File: src/rtl/sdram_user_port_responder.sv
// Stand-in for the SDRAM controller user port: level req / one-cycle ack.
// Small register array with programmable latency and init/refresh stalls.
module sdram_user_port_responder #(
    parameter int ADDR_W      = 22,
    parameter int DATA_W      = 128,
    parameter int DEPTH_LOG2  = 4,
    parameter int WRITE_LAT   = 4,
    parameter int READ_LAT    = 6,
    parameter int INIT_CYCLES = 16,
    parameter int REF_PERIOD  = 64,
    parameter int REF_CYCLES  = 4
) (
    input  logic              iclk,
    input  logic              ireset_n,
    input  logic              iwrite_req,
    input  logic [ADDR_W-1:0] iwrite_address,
    input  logic [DATA_W-1:0] iwrite_data,
    output logic              owrite_ack,
    input  logic              iread_req,
    input  logic [ADDR_W-1:0] iread_address,
    output logic [DATA_W-1:0] oread_data,
    output logic              oread_ack,
    output logic              oinit_done,
    output logic              obusy,
    output logic              oaddr_err
);

    localparam int DEPTH = 1 << DEPTH_LOG2;
    localparam int CW    = 16;

    localparam logic [CW-1:0] ONE       = CW'(1);
    localparam logic [CW-1:0] INIT_LAST = CW'(INIT_CYCLES - 1);
    localparam logic [CW-1:0] REF_LAST  = CW'(REF_PERIOD - 1);
    localparam logic [CW-1:0] RF_LAST   = CW'(REF_CYCLES - 1);
    localparam logic [CW-1:0] WLAT      = CW'(WRITE_LAT);
    localparam logic [CW-1:0] RLAT      = CW'(READ_LAT);

    typedef enum logic [2:0] {
        S_INIT,
        S_IDLE,
        S_REFRESH,
        S_WRITE,
        S_READ,
        S_ACK_W,
        S_ACK_R,
        S_DROP
    } state_t;

    state_t state;
    state_t state_nx;

    logic [CW-1:0]         init_cnt;
    logic [CW-1:0]         ref_cnt;
    logic [CW-1:0]         stall_cnt;
    logic [CW-1:0]         lat_cnt;
    logic                  ref_pend;
    logic                  ref_exp;
    logic                  ref_due;
    logic                  acc_w;
    logic                  acc_r;
    logic                  acc_oor;
    logic [ADDR_W-1:0]     acc_addr;
    logic [DATA_W-1:0]     acc_data;
    logic [DEPTH_LOG2-1:0] acc_idx;
    logic [DATA_W-1:0]     mem [DEPTH];

    function automatic logic oor(input logic [ADDR_W-1:0] a);
        return (a >> DEPTH_LOG2) != '0;
    endfunction

    assign ref_exp = (state != S_INIT) && (ref_cnt == REF_LAST);
    assign ref_due = ref_pend || ref_exp;
    assign acc_oor = oor(acc_addr);
    assign acc_idx = acc_addr[DEPTH_LOG2-1:0];

    // next-state decode; refresh beats any request seen in IDLE
    always_comb begin
        state_nx = state;
        acc_w    = 1'b0;
        acc_r    = 1'b0;
        unique case (state)
            S_INIT: begin
                if (init_cnt == INIT_LAST)
                    state_nx = S_IDLE;
            end
            S_IDLE: begin
                if (ref_due) begin
                    state_nx = S_REFRESH;
                end else if (iwrite_req) begin
                    state_nx = S_WRITE;
                    acc_w    = 1'b1;
                end else if (iread_req) begin
                    state_nx = S_READ;
                    acc_r    = 1'b1;
                end
            end
            S_REFRESH: begin
                if (stall_cnt == RF_LAST)
                    state_nx = S_IDLE;
            end
            S_WRITE: begin
                if (lat_cnt == WLAT)
                    state_nx = S_ACK_W;
            end
            S_READ: begin
                if (lat_cnt == RLAT)
                    state_nx = S_ACK_R;
            end
            S_ACK_W,
            S_ACK_R: begin
                state_nx = S_DROP;
            end
            S_DROP: begin
                if (!iwrite_req && !iread_req)
                    state_nx = S_IDLE;
            end
            default: begin
                state_nx = S_INIT;
            end
        endcase
    end

    // state register
    always_ff @(posedge iclk or negedge ireset_n) begin
        if (!ireset_n)
            state <= S_INIT;
        else
            state <= state_nx;
    end

    // init, refresh, stall and latency counters
    always_ff @(posedge iclk or negedge ireset_n) begin
        if (!ireset_n) begin
            init_cnt  <= '0;
            ref_cnt   <= '0;
            ref_pend  <= 1'b0;
            stall_cnt <= '0;
            lat_cnt   <= '0;
        end else begin
            if (state == S_INIT)
                init_cnt <= init_cnt + ONE;
            if (state != S_INIT)
                ref_cnt <= ref_exp ? '0 : ref_cnt + ONE;
            if (state == S_IDLE && ref_due)
                ref_pend <= 1'b0;
            else if (ref_exp)
                ref_pend <= 1'b1;
            stall_cnt <= (state == S_REFRESH) ? stall_cnt + ONE : '0;
            if (state == S_WRITE || state == S_READ)
                lat_cnt <= lat_cnt + ONE;
            else
                lat_cnt <= ONE;
        end
    end

    // capture the accepted request and flag out-of-range accesses
    always_ff @(posedge iclk or negedge ireset_n) begin
        if (!ireset_n) begin
            acc_addr  <= '0;
            acc_data  <= '0;
            oaddr_err <= 1'b0;
        end else begin
            if (acc_w) begin
                acc_addr <= iwrite_address;
                acc_data <= iwrite_data;
            end else if (acc_r) begin
                acc_addr <= iread_address;
            end
            if ((acc_w && oor(iwrite_address)) ||
                (acc_r && oor(iread_address)))
                oaddr_err <= 1'b1;
        end
    end

    // storage array, written on the edge entering the write ack
    always_ff @(posedge iclk or negedge ireset_n) begin
        if (!ireset_n) begin
            for (int i = 0; i < DEPTH; i++)
                mem[i] <= '0;
        end else if (state_nx == S_ACK_W && !acc_oor) begin
            mem[acc_idx] <= acc_data;
        end
    end

    // registered user-port outputs
    always_ff @(posedge iclk or negedge ireset_n) begin
        if (!ireset_n) begin
            owrite_ack <= 1'b0;
            oread_ack  <= 1'b0;
            oread_data <= '0;
            oinit_done <= 1'b0;
            obusy      <= 1'b0;
        end else begin
            owrite_ack <= (state_nx == S_ACK_W);
            oread_ack  <= (state_nx == S_ACK_R);
            oinit_done <= (state_nx != S_INIT);
            obusy      <= (state_nx != S_IDLE);
            if (state_nx == S_ACK_R)
                oread_data <= acc_oor ? '0 : mem[acc_idx];
        end
    end

endmodule

File: config.mk
export PLATFORM = sky130hd
export DESIGN_NAME = sdram_user_port_responder
export DESIGN_NICKNAME = d
export VERILOG_FILES = /design/src/rtl/sdram_user_port_responder.sv
export SDC_FILE = /design/constraint.sdc
export NUM_CORES = 2
export LEC_CHECK = 0
export CAP_MARGIN = 20
export CORE_MARGIN = 8
export CORE_UTILIZATION = 60
export CTS_BUF_LIST = sky130_fd_sc_hd__clkbuf_16
export CTS_CLUSTER_DIAMETER = 40
export CTS_CLUSTER_SIZE = 14
export DETAILED_ROUTE_END_ITERATION = 8
export DONT_BUFFER_PORTS = 1
export GPL_TIMING_DRIVEN = 0
export PLACE_DENSITY_LB_ADDON = 0.3
export REMOVE_ABC_BUFFERS = 1
export SYNTH_ARGS = -nofsm -noshare
export SYNTH_HDL_FRONTEND = slang
export SYNTH_SLANG_ARGS = --single-unit
File: constraint.sdc
create_clock -name iclk -period 8.35 [get_ports iclk]
set_clock_uncertainty 0.05 [all_clocks]
set_input_delay 1.2525 -clock iclk [delete_from_list [all_inputs] [get_ports iclk]]
set_output_delay 1.2525 -clock iclk [all_outputs]
set_load 0.02 [all_outputs]
==> results.sh <==
export IMPL_outcome="complete, no violations"
export IMPL_setup_tns_final_ns=0
export IMPL_initial_core_util_pct=60.3
export IMPL_grt_setup_unrepaired="no"
export IMPL_rr_endpoint="mem[273]"
export IMPL_nFillCells=11371
export IMPL_timing_fmax_mhz=225
export IMPL_switchingPower_mw=9.63
export IMPL_grt_pass1_vias=62773
export IMPL_switching_share_pct=29.7
export IMPL_ys_seq_area_share_pct=54.4
export IMPL_dp_hpwl_um=153000
export IMPL_synth_area_leaders="dfrtp_1 (54%), mux2_4 (15%), mux4_2 (13%)"
export IMPL_grt_max_degree=347
export IMPL_cp_start_kind="flop"
export IMPL_synth_edf_count=0
export IMPL_final_hold_viol_count=0
export IMPL_ys_types=51
export IMPL_power_mw=32.4
export IMPL_io_buffers=0
export IMPL_cp_data_required_time_ns=9.11
export IMPL_cts_clk_slew_worst_paths_ns=0.06
export IMPL_cts_tree="yes"
export IMPL_num_rows=157
export IMPL_seqCellArea_um2=60000
export IMPL_drt_first_pass_iters=5
export IMPL_path_max_fanout=38
export IMPL_antenna_found_initial=52
export IMPL_dpl_cell_area_um2=114000
export IMPL_final_nets=6442
export IMPL_grt_pass1_wl_um=408000
export IMPL_wirelength_um=265000
export IMPL_gp_congestion=0.751
export IMPL_via_per_inst=6.36
export IMPL_setup_viol=0
export IMPL_drive_gt1_share_pct=54.4
export IMPL_p_clk_share_pct=44.2
export IMPL_synth_common_cells="dfrtp_1 (2399), mux2_4 (1066), mux2_2 (1058)"
export IMPL_p_per_area_nw_per_um2=259
export IMPL_synthArstFlopShare_pct=100
export IMPL_clk_latency_ns=0.95
export IMPL_timing_final_crit_period_ns=4.43
export IMPL_cts_buffer_depth=4
export IMPL_vias=57338
export IMPL_ioPinCount=309
export IMPL_synth_top_cell_by_area="dfrtp_1"
export IMPL_cap_violations=0
export IMPL_synthCells=6290
export IMPL_peakVddDrop_v=0.000197
export IMPL_detail_route_iter0_violations=4571
export IMPL_post_route_period_util_pct=53.1
export IMPL_grt_util_all_layers_pct=26.9
export IMPL_ys_seq_elements=2399
export IMPL_cp_arrival_ns=5.20
export IMPL_drc=0
export IMPL_coreArea_um2=183000
export IMPL_power_internal_mw=22.8
export IMPL_cts_sinks=2399
export IMPL_syn_area_um2=110000
export IMPL_maxSlewHeadroom_pct=23.0
export IMPL_critPathCaptureType="flop"
export IMPL_yosys_area_top_type_share_pct=54.4
export IMPL_worstSetupStartpoint="acc_addr[0]"
export IMPL_ys_warnings_count=0
export IMPL_numCtsBuffers=341
export IMPL_htree_levels=5
export IMPL_die_area_um2=198000
export IMPL_power_leakage_nw=63.5
export IMPL_combPwrFrac_pct=13.5
export IMPL_cts_root_buf="clkbuf_16"
export IMPL_reg2reg_slack_ns=3.92
export IMPL_area_delta_synth_final_pct=13.7
export IMPL_r2r_start="acc_addr[0]"
export IMPL_worst_pin_slew_ns=1.15
export IMPL_ant_nets=0
export IMPL_routedWlPerCell_um=29.4
export IMPL_cts_setup_buffers=0
export IMPL_grt_ovfl_total=0
export IMPL_syn_area_per_cell_um2=17.5
export IMPL_power_frac_seq_pct=42.3
export IMPL_synth_flop_cell="dfrtp_1"
export IMPL_fin_hold_ws_ns=0.206
export IMPL_finalInstanceArea_um2=125000
export IMPL_die_h_um=445
export IMPL_finalMaxSlewViolations=0
export IMPL_yosysMostFrequentCell="dfrtp_1"
export IMPL_crit_type="reg2reg"
export IMPL_hold_path_class="in2async"
export IMPL_die_w_um=445
export IMPL_r2r_cells=9
export IMPL_multi_input_area_um2=46600
[routing by layer]
metal  share of wire [%]  up-vias  global-route usage, %
li1                    -    23634                      -
met4                 3.1       18                   8.75
met3                 5.9      491                   5.82
met1                  43    31561                   38.4
met5               0.044        -                      0
met2                  48     1634                   41.9
[cell type report]
type	instances	area share [%]
Clock inverter	258	2.14
Clock buffer	346	6.90
Inverter	12	0.0359
Timing Repair Buffer	191	3.34
Tap cell	2464	2.46
Sequential cell	2399	47.9
Multi-Input combinational cell	3315	37.2
Antenna cell	28	0.0559
[cells in the final DEF, fill, tap and decap left out, types with 10 or more instances in the layout]
cell and count:
a211o_1 17, inv_6 43, dfrtp_1 2395, clkbuf_16 346, mux2_1 52, nand3_1 37, inv_8 17, clkinv_4 31
clkinvlp_4 42, xnor2_1 32, xor2_1 21, nand2_1 35, a32o_1 16, mux4_2 640, mux2_4 1066, and3_1 20
buf_8 57, inv_1 31, nand3_4 12, clkinv_1 23, buf_6 16, nor4_1 20, a22o_1 128, mux2_2 1058
nor2_1 51, buf_12 10, clkinv_2 40, diode_2 28, buf_16 107, bufinv_16 34, nand4_1 18
[worst max-delay path, stage by stage (launching register included)]
cell and delay, ns:
dfrtp_4 0.81, buf_16 0.32, buf_16 0.32, nor2b_1 0.59, nand4_1 0.87, buf_8 0.45, buf_8 0.17, buf_8 0.16
buf_8 0.17, mux2_2 0.28
[what timing repair did]
action	CTS	global route
gates resized for setup	0	0
hold endpoints to repair	161	0
hold buffers	1	0
[worst max path at each step]
stage,to,slack (ns),cells past startpoint
2_1_floorplan,mem[128],-18.85,3
3_3_place_gp,mem[237],-37.59,3
3_5_place_dp,acc_data[26],3.20,4
4_1_cts,mem[273],3.85,9
5_1_grt,mem[791],3.43,6
6_report,mem[273],3.92,9
[flip-flops by register name, indices dropped and copies added, names as in the netlist, 3 cells and up]
register	count
lat_cnt	16
ref_cnt	16
acc_addr	22
acc_data	128
init_cnt	16
stall_cnt	16
mem	2048
state	3
oread_data	128
[power by group through the flow]
stage	sequential (mW)	combinational, mW	clock (mW)
floorplan	13.9	2.36	0
global placement	14.6	2.41	0
detailed placement	13.9	4.44	0
CTS	13.7	4.47	14.5
global route	13.9	4.69	15.1
finish	13.7	4.39	14.3
[stage by stage]
stage / utilization, % / cells / setup WS [ns]
after floorplan: - / 5726 / -18.85
after global placement: 60.0 / 8190 / -37.59
after detailed placement: 62.3 / 8376 / 3.20
after CTS: 68.5 / 8981 / 3.85
after global routing: 68.6 / 9002 / 3.43
final: 68.6 / 9013 / 3.92
[cells by family after synthesis]
| family | count (synthesis) | synth area share [%] |
|---|---|---|
| flops | 2399 | 54.4 |
| fa+ha+maj | 6 | 0.0681 |
| xor+xnor | 53 | 0.421 |
| mux | 2816 | 38.9 |
| buf+inv | 576 | 3.32 |
| compound gates | 194 | 1.49 |
| simple gates | 246 | 1.34 |
Note: power is estimated with default switching activity, not from simulation.
